## config.mk

```make
export PLATFORM = sky130hd
export DESIGN_NAME = mdio_master_ctrl
export DESIGN_NICKNAME = d
export VERILOG_FILES = /design/src/rtl/mdio_master_ctrl.sv
export SDC_FILE = /design/constraint.sdc
export NUM_CORES = 1
export LEC_CHECK = 0
export ABC_AREA = 1
export CAP_MARGIN = 0
export CORE_MARGIN = 3
export CORE_UTILIZATION = 48
export CTS_CLUSTER_SIZE = 10
export DETAILED_ROUTE_END_ITERATION = 7
export PLACE_DENSITY = 0.75
export SETUP_SLACK_MARGIN = 0.4
export SYNTH_ARGS = -nofsm -noshare
export SYNTH_HDL_FRONTEND = slang
export SYNTH_SLANG_ARGS = --single-unit
```

## constraint.sdc

```tcl
create_clock -name MDC -period 1.63 [get_ports MDC]
set_input_delay 0.326 -clock MDC [delete_from_list [all_inputs] [get_ports MDC]]
set_output_delay 0.326 -clock MDC [all_outputs]
set_load 0.05 [all_outputs]
```

## src/rtl/mdio_master_ctrl.sv

```systemverilog
// Clause-22 MDIO management-station controller.
// Sends an optional all-ones preamble and then a 32-bit frame, MSB first.
// For a read (OP=10) only the 14 header bits are driven. The bus is then
// released for the 2-cycle turnaround, and 16 data bits are shifted in.
// All outputs are registered. The cycle after the acceptance edge is
// cycle 0, and frame bit (31-k) is on MDIO_OUT in cycle PRE_LEN+k.
module mdio_master_ctrl #(
  parameter int PRE_LEN = 32
) (
  input  logic        MDC,
  input  logic        reset,
  input  logic        MDIO_START,
  input  logic [31:0] T_DATA,
  input  logic        MDIO_IN,
  output logic        MDIO_OUT,
  output logic        MDIO_OE,
  output logic [15:0] RD_DATA,
  output logic        MDIO_DONE,
  output logic        BUSY
);

  localparam logic       HAS_PRE  = (PRE_LEN > 0);
  localparam logic [5:0] PRE_LAST = HAS_PRE ? 6'(PRE_LEN - 1) : 6'd0;

  typedef enum logic [2:0] {IDLE, PREAMBLE, DRIVE, READ_TA, READ_DATA} state_t;

  state_t      state, state_nxt;
  logic [5:0]  cnt, cnt_nxt;
  logic [31:0] tx_sh, tx_sh_nxt;
  logic [15:0] rx_sh, rx_sh_nxt;
  logic        is_rd, is_rd_nxt;
  logic        out_nxt, oe_nxt, done_nxt, busy_nxt;
  logic [15:0] rd_nxt;

  // State, datapath and registered outputs; reset wins over a start request
  always_ff @(posedge MDC) begin
    if (reset) begin
      state     <= IDLE;
      cnt       <= '0;
      tx_sh     <= '0;
      rx_sh     <= '0;
      is_rd     <= 1'b0;
      MDIO_OUT  <= 1'b0;
      MDIO_OE   <= 1'b0;
      RD_DATA   <= '0;
      MDIO_DONE <= 1'b0;
      BUSY      <= 1'b0;
    end else begin
      state     <= state_nxt;
      cnt       <= cnt_nxt;
      tx_sh     <= tx_sh_nxt;
      rx_sh     <= rx_sh_nxt;
      is_rd     <= is_rd_nxt;
      MDIO_OUT  <= out_nxt;
      MDIO_OE   <= oe_nxt;
      RD_DATA   <= rd_nxt;
      MDIO_DONE <= done_nxt;
      BUSY      <= busy_nxt;
    end
  end

  // Next-state and next-output logic. The values computed here are what
  // the bus shows in the cycle after the coming edge.
  always_comb begin
    state_nxt = state;
    cnt_nxt   = cnt;
    tx_sh_nxt = tx_sh;
    rx_sh_nxt = rx_sh;
    is_rd_nxt = is_rd;
    out_nxt   = MDIO_OUT;
    oe_nxt    = MDIO_OE;
    rd_nxt    = RD_DATA;
    done_nxt  = 1'b0;
    busy_nxt  = BUSY;
    case (state)
      IDLE: begin
        if (MDIO_START) begin
          is_rd_nxt = (T_DATA[29:28] == 2'b10);
          busy_nxt  = 1'b1;
          oe_nxt    = 1'b1;
          cnt_nxt   = '0;
          if (HAS_PRE) begin
            state_nxt = PREAMBLE;
            tx_sh_nxt = T_DATA;
            out_nxt   = 1'b1;
          end else begin
            // No preamble, so bit 31 is already on the bus in cycle 0.
            state_nxt = DRIVE;
            out_nxt   = T_DATA[31];
            tx_sh_nxt = {T_DATA[30:0], 1'b0};
          end
        end
      end
      PREAMBLE: begin
        if (cnt == PRE_LAST) begin
          state_nxt = DRIVE;
          cnt_nxt   = '0;
          out_nxt   = tx_sh[31];
          tx_sh_nxt = {tx_sh[30:0], 1'b0};
        end else begin
          cnt_nxt = cnt + 6'd1;
        end
      end
      DRIVE: begin
        if (!is_rd && cnt == 6'd31) begin
          state_nxt = IDLE;
          cnt_nxt   = '0;
          oe_nxt    = 1'b0;
          out_nxt   = 1'b0;
          busy_nxt  = 1'b0;
          done_nxt  = 1'b1;
        end else if (is_rd && cnt == 6'd13) begin
          // Header is complete, so release the bus for the PHY turnaround.
          state_nxt = READ_TA;
          cnt_nxt   = '0;
          oe_nxt    = 1'b0;
          out_nxt   = 1'b0;
        end else begin
          out_nxt   = tx_sh[31];
          tx_sh_nxt = {tx_sh[30:0], 1'b0};
          cnt_nxt   = cnt + 6'd1;
        end
      end
      READ_TA: begin
        if (cnt == 6'd1) begin
          state_nxt = READ_DATA;
          cnt_nxt   = '0;
        end else begin
          cnt_nxt = cnt + 6'd1;
        end
      end
      READ_DATA: begin
        rx_sh_nxt = {rx_sh[14:0], MDIO_IN};
        if (cnt == 6'd15) begin
          // RD_DATA is loaded only here, so a partial word is never visible.
          rd_nxt    = {rx_sh[14:0], MDIO_IN};
          done_nxt  = 1'b1;
          busy_nxt  = 1'b0;
          state_nxt = IDLE;
          cnt_nxt   = '0;
        end else begin
          cnt_nxt = cnt + 6'd1;
        end
      end
      default: state_nxt = IDLE;
    endcase
  end

endmodule
```

==> results <==
-- Yosys cell counts (all sizes together) --
cell type	number	share of area, %
o21ai	20	2.9
a21oi	29	4.0
o21bai	1	0.21
nand3b	31	6.5
nor4	1	0.17
dfxtp	77	43
nand2	182	19
xor2	1	0.24
clkinv	1	0.10
inv	29	3.0
clkbuf	15	1.6
a211oi	10	2.1
nand3	14	2.1
nor2	108	12
buf	12	2.2
ha	2	0.70
-- repair_timing --
action	in CTS	in global routing
setup endpoints to repair	94	92
cloned	7	3
pin swaps	16	11
gates resized for setup	102	78
setup buffers	16	4
-- registers in the layout, indices dropped and copies added, names as in the netlist, 3 cells and up --
signal,count
RD_DATA,16
cnt,6
rx_sh,15
tx_sh,32
state,3
-- report_power, final --
group	internal, mW	leakage [nW]	switching (mW)	total [mW]
combinational	2.02	1.59	2.90	4.92
clock	1.03	0.124	0.794	1.82
sequential	2.40	0.642	0.393	2.79
total	5.45	2.35	4.09	9.54
-- routing by layer --
layer	part of all wire, %	GRT usage [%]	vias up
met5	0.056	0	-
met4	4.4	12.5	2
met3	6.6	5.20	60
met2	48	41.8	200
met1	41	30.9	1864
li1	-	-	1874
-- per-stage QoR --
stage | std cells | setup TNS [ns] | cell area [µm²]
global placement | 682 | -2.86 | 4340
floorplan | 533 | 0 | 3660
detailed placement | 682 | -3.53 | 4340
finish | 728 | -1.41 | 5480
global route | 728 | -4.97 | 5480
CTS | 721 | 0 | 5170
-- worst min-delay path, stage by stage, from the launching register on --
cell     delay (ns)
dfxtp_2        0.33
nand2_1        0.06
a21oi_1        0.05
-- final timing paths --
check	to	start	cells after the start
worst min-delay path	RD_DATA[11]$_SDFFE_PP0P_	RD_DATA[11]$_SDFFE_PP0P_	2
worst max-delay path	tx_sh[13]$_SDFFE_PP0P_	cnt[1]$_SDFFE_PP0P_	11
worst min register to register	RD_DATA[11]$_SDFFE_PP0P_	RD_DATA[11]$_SDFFE_PP0P_	2
worst max register to register	tx_sh[13]$_SDFFE_PP0P_	cnt[1]$_SDFFE_PP0P_	11
-- kinds of logic after synthesis --
logic type	after synthesis	synth area share, %
buffers and inverters	57	6.90
flip-flops	77	42.9
AND/OR/NAND/NOR	336	40.0
adder cells (fa/ha/maj)	2	0.697
XOR/XNOR	1	0.244
AO/OA/AOI/OAI	60	9.24
-- cell type report --
cell class,instances,area (µm²),share of cell area [%]
clock buffers,9,124,2.26
clock inverters,7,121,2.21
inverters,30,139,2.53
multi-input cells,399,2170,39.7
flip-flops and latches,77,1580,28.9
well taps,96,120,2.19
repair buffers,107,1180,21.6
repair inverters,3,38.8,0.708
==> metrics.md <==
| Metric | Value |
|---|---|
| Final Power | 9.54 mW |
| Synth warnings | 0 |
| First-pass DRT Iterations | 6 |
| I/O pin cnt | 56 |
| Crit Path Max Fanout | 16 |
| Setup slack after layout | -0.107 ns |
| Pleak | 2.35 nW |
| Synth-to-layout area growth | 52.7% |
| Peak supply drop | 1.22 mV |
| Final min period | 1.74 ns |
| Outcome | complete, but fails checks |
| Initial antenna violation count | 1 |
| Final HPWL DP | between 5 and 6 mm |
| Hold Path Class | reg2reg |
| Max Buffers Root-to-Sink | 2 |
| Starting DRC count in detailed routing | 411 |
| Global Route Usage Sum | 25.2% |
| Pre-CTS setup slack | -0.130 ns |
| Root Buffer | clkbuf_8 |
| Via count | 4000 |
| Max Slew Vio Count | 0 |
| Syn avg cell area | 6.73 µm² |
| CTS hold repair buffers | 0 |
| Chip height | 92.5 µm |
| # rows | 30 |
| Most frequent cells in the layout | nand2_1 (161), nor2_1 (79), dfxtp_1 (53) |
| WP data required | 1.94 ns |
| Max-cap viol count | 0 |
| # setup viols final | 39 |
| Worst slew pin tran | 0.316 ns |
| Antenna Nets Post-Route | 0 |
| Worst-skew pair later-pin latency | between 0.3 and 0.4 ns |
| Filler Cells Inserted | 438 |
| GP Congestion | 0.809 |
| Routed Wire Length | 12.5 mm |
| DRC | 0 |
| IO Port Bufs | 55 |
| Largest net degree at the start of global routing | 35 |
| Cell Chain, Critical Path | ha_4 > inv_2 > nor2_4 > buf_4 > nand3_4 > nand2_4 > nand2_8 > buf_16 > nand3b_1 > nand2_1 > nor2_2 |
| Die Span X | 92.5 µm |
| Pwr dens | 1740 nW/µm² |
| Slowest Stage Delay on Critical Path | around 0.38 ns |
| Nature of the critical path endpoint | register |
| Synth cell types | 24 |
| Max Fclk | roughly 580 MHz |
| Vias in the first global route | 3563 |
| Sink Count | 77 |
| R2R setup slack | -0.11 ns |
| Nets | 665 |
| CP bufs+invs | 3 |
| Syn Nets | about 570 |
| Synth Instances | 533 |
| CP Launch Type | register |
| First-pass GRT wire length | 17.2 mm |
| Die Footprint | 8550 µm² |
| Synthesized area | 3590 µm² |
| CP arrival | 2.04 ns |
| Sequential share of the synthesized area | 42.9% |
| RSZ-0062 raised after global routing | true |
| Critical setup path kind | reg2reg |
| Layout cells sized above 1 | a little under a third |
| Final Util | between 70% and 80% |
| Number of synthesized register bits | 77 |
| Number of vias per cell | 5.49 |
| Starting Density | about half |
| TritonCTS clock tree | done |
| Commonest non-fill, non-tap cell in the layout | nand2_1 |
| CP max-delay cell | dfxtp_4 |
| CP delay by family, top | simple AND/OR/NAND/NOR gates |
| Routed WL per cell | about 17 µm |
| Failing checks | negative setup slack |
| Global route overflow | 0 |
| Slew HR | between 70% and 80% |
| Final hold vios | 0 |
| Hold Worst Slack | 0.470 ns |
| H-tree level count | 3 |
| Worst Clk Skew | 0.0122 ns |
| Inserted Diodes | 0 |
| Final period util | 107% |
| TritonCTS Buffers | 9 |
| CTS clock-pin slew for the worst setup and hold paths | 0.09 ns |
| Core area | 7020 µm² |
Note: power is estimated with default switching activity, not from simulation.
==> RTL change 1, RTL diff (config.mk and constraints unchanged) <==
Register the output `RD_DATA` once more, with the module's reset; this adds one clock of latency there. The other outputs are not delayed to match.
--- a/src/rtl/mdio_master_ctrl.sv
+++ b/src/rtl/mdio_master_ctrl.sv
@@ -25,4 +25,6 @@
   typedef enum logic [2:0] {IDLE, PREAMBLE, DRIVE, READ_TA, READ_DATA} state_t;
 
+  logic [15:0] RD_DATA_s0;
+
   state_t      state, state_nxt;
   logic [5:0]  cnt, cnt_nxt;
@@ -43,5 +45,5 @@
       MDIO_OUT  <= 1'b0;
       MDIO_OE   <= 1'b0;
-      RD_DATA   <= '0;
+      RD_DATA_s0 <= '0;
       MDIO_DONE <= 1'b0;
       BUSY      <= 1'b0;
@@ -54,5 +56,5 @@
       MDIO_OUT  <= out_nxt;
       MDIO_OE   <= oe_nxt;
-      RD_DATA   <= rd_nxt;
+      RD_DATA_s0 <= rd_nxt;
       MDIO_DONE <= done_nxt;
       BUSY      <= busy_nxt;
@@ -70,5 +72,5 @@
     out_nxt   = MDIO_OUT;
     oe_nxt    = MDIO_OE;
-    rd_nxt    = RD_DATA;
+    rd_nxt    = RD_DATA_s0;
     done_nxt  = 1'b0;
     busy_nxt  = BUSY;
@@ -147,3 +149,11 @@
   end
 
+  always_ff @(posedge MDC) begin
+    if (reset) begin
+      RD_DATA <= '0;
+    end else begin
+      RD_DATA <= RD_DATA_s0;
+    end
+  end
+
 endmodule
Behaviour: no difference found for any inputs over 10 cycles, from zero or initial values and one cycle with reset high; that may be too few to reach the edited logic, so the function may still have changed.
==> RTL change 1 against the unedited design <==
The run still ends with setup timing left. Worst setup slack better by 0.081 ns. Synthesized cell count grew 0.94%. Clock power is 19% lower. Power is 11% lower. Routed wire length decreased by 21%. Final area increased by 1.3%. Sequential cell count grew 16. Critical path type unchanged. Synthesized area rose by 11%.
==> RTL change 1: results <==
metrics = {
    "sta": {
        "fin_skew_ns": 0.009432,
        "tns_ns": -0.1907,
        "hold_slack_ns": 0.4268,
        "slew_headroom": 0.7502,
        "worst_slack_ns": -0.02679,
        "finalSetupViolCount": 16,
    },
    "logic_synthesis": {
        "synth_cell_type_count": 32,
        "syn_inst": 538,
        "synth_area_leaders": "dfxtp_1 (47%), nand2_1 (12%), nor2_1 (7.5%), o21ai_1 (5.3%), nor2_2 (4.9%)",
        "ys_seq_area_frac": 0.4673,
        "synth_nets": 576,
        "netlist_top_cells_count": "nand2_1 (126), dfxtp_1 (93), nor2_1 (80), o21ai_1 (42), inv_1 (39)",
    },
    "global_routing": {
        "met1_usage": 0.2420,
        "first_global_vias": 3481,
        "track_usage": 0.2050,
        "grt_pass1_wl_um": 16090,
    },
    "clock_network": {
        "post_cts_buffers": 18,
        "insertion_delay_ns": 0.36,
        "post_cts_resized": 55,
    },
    "outcome": {
        "status": "finished with violations",
        "violations": "setup timing",
    },
    "final_layout": {
        "n_all_inverters": 49,
        "regArea_um2": 1883,
        "drive_above_1_share": 0.3429,
        "clockNetworkAreaShare": 0.03291,
        "nMultiInputCombCells": 374,
        "multi_input_area_share": 0.3854,
        "final_nets": 660,
    },
    "detailed_routing": {
        "drt-initial-drc-count": 215,
        "dr_wl_met3_um": 419,
        "drtPass1Iterations": 4,
        "wl_per_cell_um": 13.57,
        "routed-wl-met2_um": 5161,
        "wl_met1_um": 4093,
    },
    "floorplan": {
        "tap_cells": 102,
    },
    "worst_hold_path": {
        "worstHoldEndpoint": "RD_DATA[5]",
        "min-delay-start": "RD_DATA_s0[5]",
    },
    "power": {
        "ir_worst_vdd_mv": 0.8565,
        "combPwrFrac": 0.461,
        "power_frac_clock": 0.173,
        "clk-power_mw": 1.47,
    },
    "setup_path": {
        "rr_worst_depth": 10,
        "cp_max_fo": 8,
        "reg2reg_to": "tx_sh[7]",
        "r2r_start": "cnt[0]",
    },
    "place": {
        "placed_area_um2": 4632,
        "dp_hpwl_um": 5536,
    },
}
-- RTL change 1: changes by cell type in the layout (fill, tap and decap cells not counted), sizes merged, moves of 5 or more --
cell	delta
a21oi	+8
nand3b	-31
dfxtp	+16
o21ai	+46
inv	+21
buf	-11
nor2	+8
nand2	-53
a211oi	-5
-- RTL change 1: worst max-delay path by stage --
stage | to | from | cells after the start
6_report | tx_sh[7] | cnt[0] | 10
4_1_cts | tx_sh[23] | cnt[1] | 9
3_5_place_dp | cnt[3] | MDIO_START | 7
5_1_grt | tx_sh[7] | cnt[1] | 10
2_1_floorplan | tx_sh[29] | cnt[1] | 11
3_3_place_gp | tx_sh[31] | MDIO_START | 7
-- RTL change 1: cell families (layout without fill, tap and decap cells) --
kind of cell,Yosys count,in the layout,share of synthesized area
AND/OR/NAND/NOR,260,261,0.2867
AO/OA/AOI/OAI,110,110,0.1467
flip-flops,93,93,0.4673
buffers and inverters,72,160,0.09077
adder cells (fa/ha/maj),2,2,0.006280
XOR/XNOR,1,1,0.002199
==> RTL change 2, RTL diff (same settings) <==
Made on the original files. Change the parameter `PRE_LEN` from 32 to 16.
--- a/src/rtl/mdio_master_ctrl.sv
+++ b/src/rtl/mdio_master_ctrl.sv
@@ -6,5 +6,5 @@
 // cycle 0, and frame bit (31-k) is on MDIO_OUT in cycle PRE_LEN+k.
 module mdio_master_ctrl #(
-  parameter int PRE_LEN = 32
+  parameter int PRE_LEN = 16
 ) (
   input  logic        MDC,
Formal check against the unedited RTL: same outputs for any inputs over 10 cycles, from zero or initial values and one cycle with reset high; that may be too few to reach the edited logic, so the function may still have changed.
==> RTL change 2 against the unedited design <==
The flow still finishes with violations (setup timing). Combinational power rose by 15%. Synthesized area rose by 3.2%. Cell count rose by 6.7%. Power rose by 2.3%. Final area rose by 0.48%. Routed wire length fell by 14%. Sequential cell count did not move. Worst setup slack improved by 0.069 ns.
==> RTL change 2: results <==
metrics = {
    "outcome": {
        "status": "finished with violations",
        "violations": "setup timing",
    },
    "sta": {
        "fin_skew_ns": 0.009844,
        "finalSetupViolCount": 17,
        "tns_ns": -0.3219,
        "worst_slack_ns": -0.03818,
        "tightestPinTransition_ns": 0.3441,
    },
    "logic_synthesis": {
        "ys_seq_area_frac": 0.4161,
        "synth_area_leaders": "dfxtp_1 (42%), nand2_1 (19%), nor2_1 (12%), inv_1 (6.1%), o21ai_0 (3.8%)",
        "synth_nets": 614,
        "synth_cell_type_count": 27,
        "netlist_top_cells_count": "nand2_1 (188), nor2_1 (121), dfxtp_1 (77), inv_1 (60), o21ai_0 (28)",
        "syn_inst": 576,
    },
    "detailed_routing": {
        "routed-wl-met2_um": 5555,
        "wl_met1_um": 4306,
        "drt-initial-drc-count": 251,
        "drtPass1Iterations": 5,
        "wl_per_cell_um": 13.84,
        "top_layer_used": "met4",
    },
    "setup_path": {
        "critPathTopFamily": "buffers and inverters",
        "worstPathArrival_ns": 1.92,
        "cp_slowest_stage_delay_ns": 0.41,
        "cp_max_fo": 7,
    },
    "final_layout": {
        "clockNetworkAreaShare": 0.03386,
        "buffer_area_frac": 0.2204,
        "sh_seq_area": 0.2883,
        "n_all_buffers": 111,
        "multi_input_area_um2": 2118,
        "final_nets": 711,
        "finalNonFillerCells": 777,
        "diodes": 0,
        "largestRegisters": "tx_sh: 32 flops, RD_DATA: 16 flops, rx_sh: 15 flops",
        "fillCellCount": 534,
        "n_all_inverters": 68,
        "nMultiInputCombCells": 406,
        "nClkBuffers": 12,
        "drive_above_1_share": 0.2876,
        "finalInstanceArea_um2": 5507,
    },
    "power": {
        "clk-power_mw": 1.39,
        "ir_worst_vdd_mv": 0.9365,
        "pg_seq_mw": 2.71,
        "power.density_nw_per_um2": 1772,
        "netSwitchingPower_mw": 4.214,
    },
    "clock_network": {
        "insertion_delay_ns": 0.36,
        "cts_buffer_depth": 2,
    },
    "place": {
        "routabilityCongestion": 0.8934,
        "dp_hpwl_um": 5659,
        "preCtsSetupSlack_ns": -0.08458,
        "dp_cells": 729,
    },
    "floorplan": {
        "tap_cells": 99,
    },
    "global_routing": {
        "met1_usage": 0.2718,
        "use_met3": 0.04808,
        "grt_start_max_net_pins": 61,
        "track_usage": 0.2262,
        "grt_pass1_wl_um": 16020,
        "antenna_found_initial": 0,
        "gr-usage-met2": 0.3962,
    },
}
RTL change 2: path summary, 6_finish.rpt:
check,start,to,slack (ns),cells after the start
hold / removal,BUSY,BUSY,0.48,2
hold reg to reg,BUSY,BUSY,0.48,2
setup reg to reg,state[2],tx_sh[28],-0.04,11
setup / recovery,state[2],tx_sh[28],-0.04,11
RTL change 2: cell families after synthesis:
| logic type | count (synthesis) | share of synthesized area |
|---|---|---|
| AO/OA/AOI/OAI | 54 | 0.08173 |
| XOR/XNOR | 2 | 0.004729 |
| adder cells (fa/ha/maj) | 2 | 0.006753 |
| buffers and inverters | 93 | 0.1094 |
| flip-flops | 77 | 0.4161 |
| AND/OR/NAND/NOR | 348 | 0.3813 |
RTL change 2: what timing repair did:
item,in CTS,in global routing
cloned,4,1
setup buffers,24,3
pin swaps,19,18
gates resized for setup,86,74
endpoints found under the setup margin,74,95
